==> config.mk <==
export PLATFORM = sky130hd
export DESIGN_NAME = conv_loop_controller
export DESIGN_NICKNAME = d
export VERILOG_FILES = /design/src/rtl/conv_loop_controller.sv
export SDC_FILE = /design/constraint.sdc
export NUM_CORES = 1
export LEC_CHECK = 0
export CAP_MARGIN = 30
export CELL_PAD_IN_SITES_DETAIL_PLACEMENT = 2
export CELL_PAD_IN_SITES_GLOBAL_PLACEMENT = 2
export CORE_MARGIN = 2
export CORE_UTILIZATION = 39
export CTS_BUF_LIST = sky130_fd_sc_hd__clkbuf_8 sky130_fd_sc_hd__clkbuf_16
export DETAILED_ROUTE_END_ITERATION = 7
export DONT_BUFFER_PORTS = 1
export PLACE_DENSITY = 0.83
export SKIP_CTS_REPAIR_TIMING = 1
export SYNTH_ARGS = -nofsm -noshare
export SYNTH_HDL_FRONTEND = slang
export SYNTH_SLANG_ARGS = --single-unit
==> constraint.sdc <==
create_clock -name clk -period 3.5 [get_ports clk]
set_clock_uncertainty 0.1 [all_clocks]
set_input_delay 0.525 -clock clk [delete_from_list [all_inputs] [get_ports clk]]
set_output_delay 0.525 -clock clk [all_outputs]
set_load 0.03 [all_outputs]
==> src/rtl/conv_loop_controller.sv <==
// -----------------------------------------------------------------------------
// conv_loop_controller
//
// Loop sequencer for one convolution layer. After start it walks the six loop
// indices (outermost to innermost: j, k, i, m, n, l), issuing one
// multiply-accumulate term per cycle to addr_generator. It flags
// out-of-image taps through pad_zero and strobes en_save once each output
// pixel's accumulation has travelled through the MAC pipeline.
//
// Ports
//   clk       in   1  clock, all state on rising edge
//   reset     in   1  asynchronous, active-low reset
//   start     in   1  begin a layer; only sampled in IDLE
//   stall     in   1  freeze the index walk this cycle (back-pressure)
//   enable    out  1  indices valid this cycle (addr_generator.enable)
//   en_save   out  1  one-cycle strobe: output pixel accumulation complete
//   i,j,k     out  8  output channel, output row, output column
//   m,n       out  8  kernel row, kernel column
//   l         out  8  input channel
//   pad_zero  out  1  registered; one cycle after the enable it refers to
//   busy      out  1  high from the cycle after start is accepted until done
//   done      out  1  one-cycle pulse at layer end
// -----------------------------------------------------------------------------
module conv_loop_controller #(
    parameter int CONV_DIM_IMG    = 32,
    parameter int CONV_DIM_KERNEL = 5,
    parameter int CONV_DIM_CH     = 3,
    parameter int CONV_OUT_CH     = 32,
    parameter int CONV_DIM_OUT    = 32,
    parameter int STRIDE          = 1,
    parameter int PADDING         = 2,
    parameter int SAVE_LAT        = 3
) (
    input  logic       clk,
    input  logic       reset,
    input  logic       start,
    input  logic       stall,
    output logic       enable,
    output logic       en_save,
    output logic [7:0] i,
    output logic [7:0] j,
    output logic [7:0] k,
    output logic [7:0] m,
    output logic [7:0] n,
    output logic [7:0] l,
    output logic       pad_zero,
    output logic       busy,
    output logic       done
);

    localparam logic [7:0] L_MAX = 8'(CONV_DIM_CH - 1);
    localparam logic [7:0] N_MAX = 8'(CONV_DIM_KERNEL - 1);
    localparam logic [7:0] M_MAX = 8'(CONV_DIM_KERNEL - 1);
    localparam logic [7:0] I_MAX = 8'(CONV_OUT_CH - 1);
    localparam logic [7:0] K_MAX = 8'(CONV_DIM_OUT - 1);
    localparam logic [7:0] J_MAX = 8'(CONV_DIM_OUT - 1);

    // Drain counter only needs to reach SAVE_LAT-1.
    localparam int DW = (SAVE_LAT > 1) ? $clog2(SAVE_LAT) : 1;
    localparam logic [DW-1:0] DRAIN_LAST = DW'(SAVE_LAT - 1);

    localparam logic signed [9:0] IMG_S = 10'(CONV_DIM_IMG);

    typedef enum logic [1:0] {
        IDLE  = 2'd0,
        RUN   = 2'd1,
        DRAIN = 2'd2,
        DONE  = 2'd3
    } state_t;

    state_t state, state_next;

    logic [DW-1:0]       drain_cnt;
    logic [SAVE_LAT-1:0] save_dly;

    logic       pixel_last;
    logic       last_term;
    logic       push;
    logic [7:0] i_nx, j_nx, k_nx, m_nx, n_nx, l_nx;

    logic signed [9:0] row;
    logic signed [9:0] col;
    logic              out_of_image;

    assign pixel_last = (m == M_MAX) && (n == N_MAX) && (l == L_MAX);
    assign last_term  = pixel_last && (i == I_MAX) && (j == J_MAX) && (k == K_MAX);

    // ------------------------------------------------------------------
    // FSM: state register
    // ------------------------------------------------------------------
    always_ff @(posedge clk or negedge reset) begin
        if (!reset) begin
            state <= IDLE;
        end else begin
            state <= state_next;
        end
    end

    // ------------------------------------------------------------------
    // FSM: next state and enable
    // ------------------------------------------------------------------
    always_comb begin
        state_next = state;
        enable     = 1'b0;
        case (state)
            IDLE: begin
                if (start) state_next = RUN;
            end
            RUN: begin
                enable = ~stall;
                if (!stall && last_term) state_next = DRAIN;
            end
            DRAIN: begin
                // Last en_save leaves the delay line in the final DRAIN cycle.
                if (drain_cnt == DRAIN_LAST) state_next = DONE;
            end
            DONE: begin
                state_next = IDLE;
            end
            default: state_next = IDLE;
        endcase
    end

    assign busy = (state == RUN) || (state == DRAIN);
    assign done = (state == DONE);

    always_ff @(posedge clk or negedge reset) begin
        if (!reset) begin
            drain_cnt <= '0;
        end else if (state == DRAIN) begin
            drain_cnt <= drain_cnt + 1'b1;
        end else begin
            drain_cnt <= '0;
        end
    end

    // ------------------------------------------------------------------
    // Index walk: l fastest, carries ripple l -> n -> m -> i -> k -> j
    // ------------------------------------------------------------------
    always_comb begin
        i_nx = i;
        j_nx = j;
        k_nx = k;
        m_nx = m;
        n_nx = n;
        l_nx = l + 8'd1;
        if (l == L_MAX) begin
            l_nx = 8'd0;
            n_nx = n + 8'd1;
            if (n == N_MAX) begin
                n_nx = 8'd0;
                m_nx = m + 8'd1;
                if (m == M_MAX) begin
                    m_nx = 8'd0;
                    i_nx = i + 8'd1;
                    if (i == I_MAX) begin
                        i_nx = 8'd0;
                        k_nx = k + 8'd1;
                        if (k == K_MAX) begin
                            k_nx = 8'd0;
                            j_nx = j + 8'd1;
                        end
                    end
                end
            end
        end
    end

    // The final term does not advance, so the indices rest at their maxima
    // until the next start reloads them.
    always_ff @(posedge clk or negedge reset) begin
        if (!reset) begin
            i <= '0;
            j <= '0;
            k <= '0;
            m <= '0;
            n <= '0;
            l <= '0;
        end else if (state == IDLE && start) begin
            i <= '0;
            j <= '0;
            k <= '0;
            m <= '0;
            n <= '0;
            l <= '0;
        end else if (enable && !last_term) begin
            i <= i_nx;
            j <= j_nx;
            k <= k_nx;
            m <= m_nx;
            n <= n_nx;
            l <= l_nx;
        end
    end

    // ------------------------------------------------------------------
    // Padding detection: tap position in the (unpadded) input image
    // ------------------------------------------------------------------
    assign row = 10'(STRIDE * int'(j) + int'(m) - PADDING);
    assign col = 10'(STRIDE * int'(k) + int'(n) - PADDING);
    assign out_of_image = (row < 10'sd0) || (row >= IMG_S) ||
                          (col < 10'sd0) || (col >= IMG_S);

    always_ff @(posedge clk or negedge reset) begin
        if (!reset) begin
            pad_zero <= 1'b0;
        end else if (enable) begin
            pad_zero <= out_of_image;
        end
    end

    // ------------------------------------------------------------------
    // en_save delay line: shifts every cycle, regardless of stall
    // ------------------------------------------------------------------
    assign push = enable && pixel_last;

    always_ff @(posedge clk or negedge reset) begin
        if (!reset) begin
            save_dly <= '0;
        end else begin
            save_dly[0] <= push;
            for (int s = 1; s < SAVE_LAT; s++) begin
                save_dly[s] <= save_dly[s-1];
            end
        end
    end

    assign en_save = save_dly[SAVE_LAT-1];

endmodule
==> reports/metrics.yaml, run 1 <==
die-area_um2: 11120
peakVddDrop_mv: 0.2157
critPathMaxStageDelay_ps: 640
grt_setup_unrepaired: "no"
drc: 0
portBuffers: 0
worstSetupEndpointType: "flip-flop"
setup_tns_ps: 0
path_buf_inv: 0
setup_viol: 0
nNetsFinal: 545
power_density_nw_per_um2: 414.9
worstPathArrival_ps: 3310
crit_chain: "nor4b_1 -> nand4_1 -> a211oi_2 -> o211ai_1 -> or3_1 -> a21oi_1"
syn_nets: 523
power.leakage_nw: 2.041
wl_per_cell_um: 19.80
cts_buffer_depth: 2
firstDrtPassIters: 4
r2r-end: "k[7]$_DFFE_PN0P_"
core_area_um2: 10140
ioPinCount: 57
grt_util_all_layers: 0.2296
setup.worst_path.start: "n[4]$_DFFE_PN0P_"
clk_pin_slew_ps: 110
ys_seq_area_frac: 0.3490
crit_fanout: 6
finalHoldWorstSlack_ps: 261.9
worst_pin_slew_ps: 652.8
reg2reg_from: "n[4]$_DFFE_PN0P_"
drive_above_1_share: 0.09697
clkPwrFrac: 0.210
antenna_cells: 0
regArea_um2: 1401
overflow: 0
worst_path_max_delay_cell: "nor4b_1"
die_h_um: 105.5
avgSynthCellArea_um2: 8.507
swShare: 0.4162
gp_congestion: 0.8260
required_ps: 3650
status: "finished, final reports clean"
vias_per_cell: 5.621
syn_area_um2: 4015
crit_cells: 6
yosys.area.top_type_share: 0.3490
grt_pass1_wl_um: 20430
clockRootBuffer: "clkbuf_8"
placed_cell_area_um2: 4310
cap_viol_max_count: 0
path_class: "flip-flop to flip-flop"
drtIter0Drc: 181
synth_edf_count: 0
syn_inst: 472
clkSinkCount: 56
post-route-min-period_ps: 3160
max_slew_margin: 0.5608
clock_insertion_delay_worst_skew_ps: 330
p_seq_frac: 0.428
yosysUniqueCellTypes: 61
synthTopCellsByArea: "dfrtp_1 35%, ha_1 14%, inv_1 6.5%"
vias: 3547
synthArstFlopShare: 1.000
hold_viol: 0
crit_end: "k[7]$_DFFE_PN0P_"
dp_hpwl_um: 9957
synth_most_common_cell: "inv_1"
die_w_um: 105.5
grt_max_degree: 57
rr_worst_depth: 6
nFillCells: 1176
numCtsBuffers: 5
share_comb_of_total_power: 0.362
r2r_slack_ps: 340
worst_setup_path_start_kind: "flip-flop"
crit_family: "simple AND/OR/NAND/NOR gates"
floorplan.initialDensity: 0.3960
synth_top_cell_by_area: "dfrtp_1"
totalWireLength_um: 12490
yosys_warnings: 0
h-tree-depth: 2
synthFlopType: "dfrtp_1"
ant_nets: 0
fin_crit_sh: 0.9027
multi_input_area_um2: 2318
p_int_mw: 1.075
synthTopCellsByCount: "69 x inv_1, 56 x dfrtp_1, 45 x ha_1"
grt_pass1_vias: 3966
cts_tree: "yes"
syn_to_final_growth_pct: 10.56
final_max_slew_viol_count: 0
timing.fmax_mhz: 316.5
grt_antenna_before_repair: 0
design_area_um2: 4439
synth_seq_cells: 56
rows: 37
power.switching_uw: 766.6
hold_path_class: "flip-flop to flip-flop"
how the worst min path moves through the flow:
stage / start / depth (start not counted) / slack, ps / end
2_1_floorplan: reset / 0 / 130 / drain_cnt[0]$_DFF_PN0_
3_3_place_gp: reset / 0 / 130 / n[4]$_DFFE_PN0P_
3_5_place_dp: reset / 0 / 130 / n[5]$_DFFE_PN0P_
4_1_cts: reset / 0 / -230 / state[1]$_DFFE_PN0P_
5_1_grt: save_dly[1]$_DFF_PN0_ / 0 / 280 / save_dly[2]$_DFF_PN0_
6_report: save_dly[1]$_DFF_PN0_ / 0 / 260 / save_dly[2]$_DFF_PN0_
per-stage QoR:
stage	instances	power, mW	worst slack [ps]	util
floorplan	472	1.229	653.3	-
global placement	621	1.393	472.1	0.4252
detailed placement	621	1.454	372.1	0.4252
CTS	629	1.840	356.8	0.4342
global route	631	1.974	111.1	0.4379
finish	631	1.842	340.4	0.4379
flip-flops by register name, summed over array words and instances (netlist names):
name,count
drain_cnt,2
i,8
j,8
k,8
l,8
m,8
n,8
pad_zero,1
save_dly,3
state,2
layer usage:
| metal | routed length (µm) | vias to the layer above | global-route usage |
|---|---|---|---|
| li1 | - | 1682 | - |
| met5 | 0 | - | 0 |
| met2 | 6419 | 55 | 0.4175 |
| met4 | 167 | 0 | 0.05048 |
| met1 | 5300 | 1802 | 0.2720 |
| met3 | 603 | 8 | 0.05628 |
area by class of cell:
class / instances / area share
Tap cell: 136 / 0.03833
Clock inverter: 3 / 0.005073
Clock buffer: 5 / 0.01550
Sequential cell: 56 / 0.3157
Timing Repair Buffer: 23 / 0.04397
Multi-Input combinational cell: 338 / 0.5223
Inverter: 70 / 0.05919
kinds of logic after synthesis:
kind of cell,share of synthesized area
compound gates,0.1655
flops,0.3490
mux,0.01371
buf+inv,0.07354
simple gates,0.2197
xor+xnor,0.02836
fa+ha+maj,0.1502
power by group through the flow:
stage	sequential [mW]	clock (mW)	combinational (mW)
floorplan	0.873	0	0.356
global placement	0.794	0	0.599
detailed placement	0.803	0	0.651
CTS	0.790	0.394	0.656
global route	0.796	0.419	0.759
finish	0.788	0.388	0.666
cell usage in the layout (no fill, tap or decap), drive strengths merged, types with 4 or more instances in the layout:
master	synthesis	routed
nand3	23	23
or4	7	7
ha	45	45
nand4	12	12
buf	2	22
o31ai	11	11
nor3	7	7
a21oi	20	20
nand2	42	42
nor2b	4	4
clkbuf	6	5
xnor2	8	8
nand2b	6	6
and2	5	5
inv	70	71
nor2	38	38
mux2i	4	4
nor4	4	4
or3	9	9
o21ai	44	44
dfrtp	56	56
or2	4	4
a211oi	6	6
xor2	5	5
No activity file was read; power rests on OpenSTA's default activity.
==> run 2, diff against run 1 <==
- CORE_ASPECT_RATIO: default -> 1.75
==> run 2 against run 1 <==
  * The run now ends with hold timing left
  * Via count increased by 2.1%
  * Non-clock buffer count decreased by 3
  * First-iteration DRC count decreased by 3.9%
  * Critical path depth increased by 4
  * Register-to-register slack improved by 70 ps
  * Largest cell class unchanged
==> reports/metrics.yaml, run 2 (synthesized netlist as in run 1, its figures left out) <==
clockRootBuffer: "clkbuf_16"
core_area_um2: 10180  # +0.38%
worstPathArrival_ps: 3190  # -120 ps
firstDrtPassIters: 4  # unchanged
layout_common_cells: "69 x inv_1, 56 x dfrtp_1, 45 x ha_1"
required_ps: 3600  # -50 ps
ioPinCount: 57  # unchanged
portBuffers: 0  # unchanged
final_max_slew_viol_count: 0  # unchanged
vias_per_cell: 5.851  # +4.1%
max_slew_margin: 0.5196  # -0.04113
drc: 0  # unchanged
drive_above_1_share: 0.09553  # -0.001441
wl_per_cell_um: 22.30  # +13%
grt_setup_unrepaired: "no"
clk_pin_slew_ps: 70  # -40 ps
hold_viol: 56  # +56
cap_viol_max_count: 0  # unchanged
die_h_um: 138.2  # +31%
finalNonFillerCells: 619  # -1.9%
worst_pin_slew_ps: 720.5  # +67.72 ps
vias: 3622  # +2.1%
numCtsBuffers: 5  # unchanged
gp_congestion: 0.8348  # +1.1%
grt_pass1_vias: 4211  # +6.2%
crit_fanout: 6  # unchanged
ant_nets: 0  # unchanged
power_density_nw_per_um2: 463.3  # +12%
path_class: "flip-flop to flip-flop"
h-tree-depth: 2  # unchanged
setup_viol: 0  # unchanged
power.leakage_nw: 2.066  # +1.2%
reg2reg_from: "k[5]$_DFFE_PN0P_"
finalHoldWorstSlack_ps: -14.20  # -276.1 ps
post-route-min-period_ps: 3091  # -68.53 ps
dp_hpwl_um: 10210  # +2.6%
rr_worst_depth: 10  # +4
setup_tns_ps: 0  # unchanged
drtIter0Drc: 174  # -3.9%
cts_buffer_depth: 2  # unchanged
totalWireLength_um: 13800  # +10%
peakVddDrop_mv: 0.3027  # +40%
grt_max_degree: 57  # unchanged
status: "finished, violations left"
die_w_um: 80.70  # -23%
r2r_slack_ps: 410  # +70 ps
fin_crit_sh: 0.8832  # -0.01958
worstSetupEndpointType: "flip-flop"
failed_checks: "hold timing"
layout_commonest_cell: "inv_1"
dp.cells: 610  # -1.8%
antenna_cells: 0  # unchanged
grt_pass1_wl_um: 22630  # +11%
timing.fmax_mhz: 323.5  # +2.2%
rows: 49  # +32%
grt_antenna_before_repair: 0  # unchanged
cts_tree: "yes"
grt_util_all_layers: 0.2643  # +0.03468
overflow: 0  # unchanged
clock_insertion_delay_worst_skew_ps: 310  # -20 ps
hold_path_class: "input port to async pin"
syn_to_final_growth_pct: 11.97
clkSinkCount: 56  # unchanged
nNetsFinal: 542  # -0.55%
floorplan.initialDensity: 0.3945  # -0.001509
r2r-end: "pad_zero$_DFFE_PN0P_"
die-area_um2: 11150  # +0.29%
worst_setup_path_start_kind: "flip-flop"
-- run 2: cell count changes in the layout (fill, tap and decap cells not counted), sizes merged --
cell         change
clkinv           -1
inv              -1
clkbuf           +1
bufinv           +1
buf              -2
dlygate4sd3      -1
-- run 2: stage by stage --
| stage | worst slack, ps | instance area [µm²] | util | power [mW] | hold WS [ps] |
|---|---|---|---|---|---|
| 2_1_floorplan | 653.3 | 4015 | - | 1.229 | 129.4 |
| 3_3_place_gp | 524.2 | 4284 | 0.4209 | 1.379 | 131.6 |
| 3_5_place_dp | 323.7 | 4284 | 0.4209 | 1.427 | 131.3 |
| 4_1_cts | 288.8 | 4462 | 0.4384 | 2.076 | -197.8 |
| 5_1_grt | 141.1 | 4496 | 0.4417 | 2.203 | 2.052 |
| 6_report | 408.9 | 4496 | 0.4417 | 2.083 | -14.20 |
-- run 2: worst max-delay path by stage --
stage                     start                    to  slack [ps]
5_1_grt        k[5]$_DFFE_PN0P_  pad_zero$_DFFE_PN0P_         140
4_1_cts        l[0]$_DFFE_PN0P_      k[6]$_DFFE_PN0P_         290
6_report       k[5]$_DFFE_PN0P_  pad_zero$_DFFE_PN0P_         410
2_1_floorplan  k[2]$_DFFE_PN0P_  pad_zero$_DFFE_PN0P_         650
3_3_place_gp   k[1]$_DFFE_PN0P_  pad_zero$_DFFE_PN0P_         520
3_5_place_dp   l[0]$_DFFE_PN0P_      i[6]$_DFFE_PN0P_         320
-- run 2: area by class of cell --
class | instances | area (µm²)
multi-input combinational | 338 | 2325
inverter | 70 | 262.8
tap | 127 | 158.9
sequential | 56 | 1401
timing repair buffer | 20 | 170.2
clock buffer | 6 | 138.9
fill | 1182 | 5682
clock inverter | 2 | 38.79
-- run 2: metal layers --
metal  wire (µm)  share of wire  vias to the layer above  global-route usage
met2        7699           0.56                       79              0.4908
met4         472          0.034                        0              0.1070
li1            -              -                     1672                   -
met3         561          0.041                       35             0.05483
met5           0              0                        -                   0
met1        5068           0.37                     1836              0.2794
-- run 2: power breakdown --
group,switching (mW),internal (mW),leakage [nW],total (mW)
registers,0.131,0.696,0.726,0.827
clock network,0.265,0.360,0.0871,0.624
logic,0.410,0.222,1.25,0.631
total,0.806,1.28,2.07,2.08
-- run 2: worst max-delay path, stage by stage, from the launching register on --
cell and delay, ps:
dfrtp_1 630, inv_1 170, ha_1 310, inv_1 40, ha_1 320, nand2_1 90
o31ai_1 460, xor2_1 130, nor4_1 340, a21oi_1 110, a221o_1 270
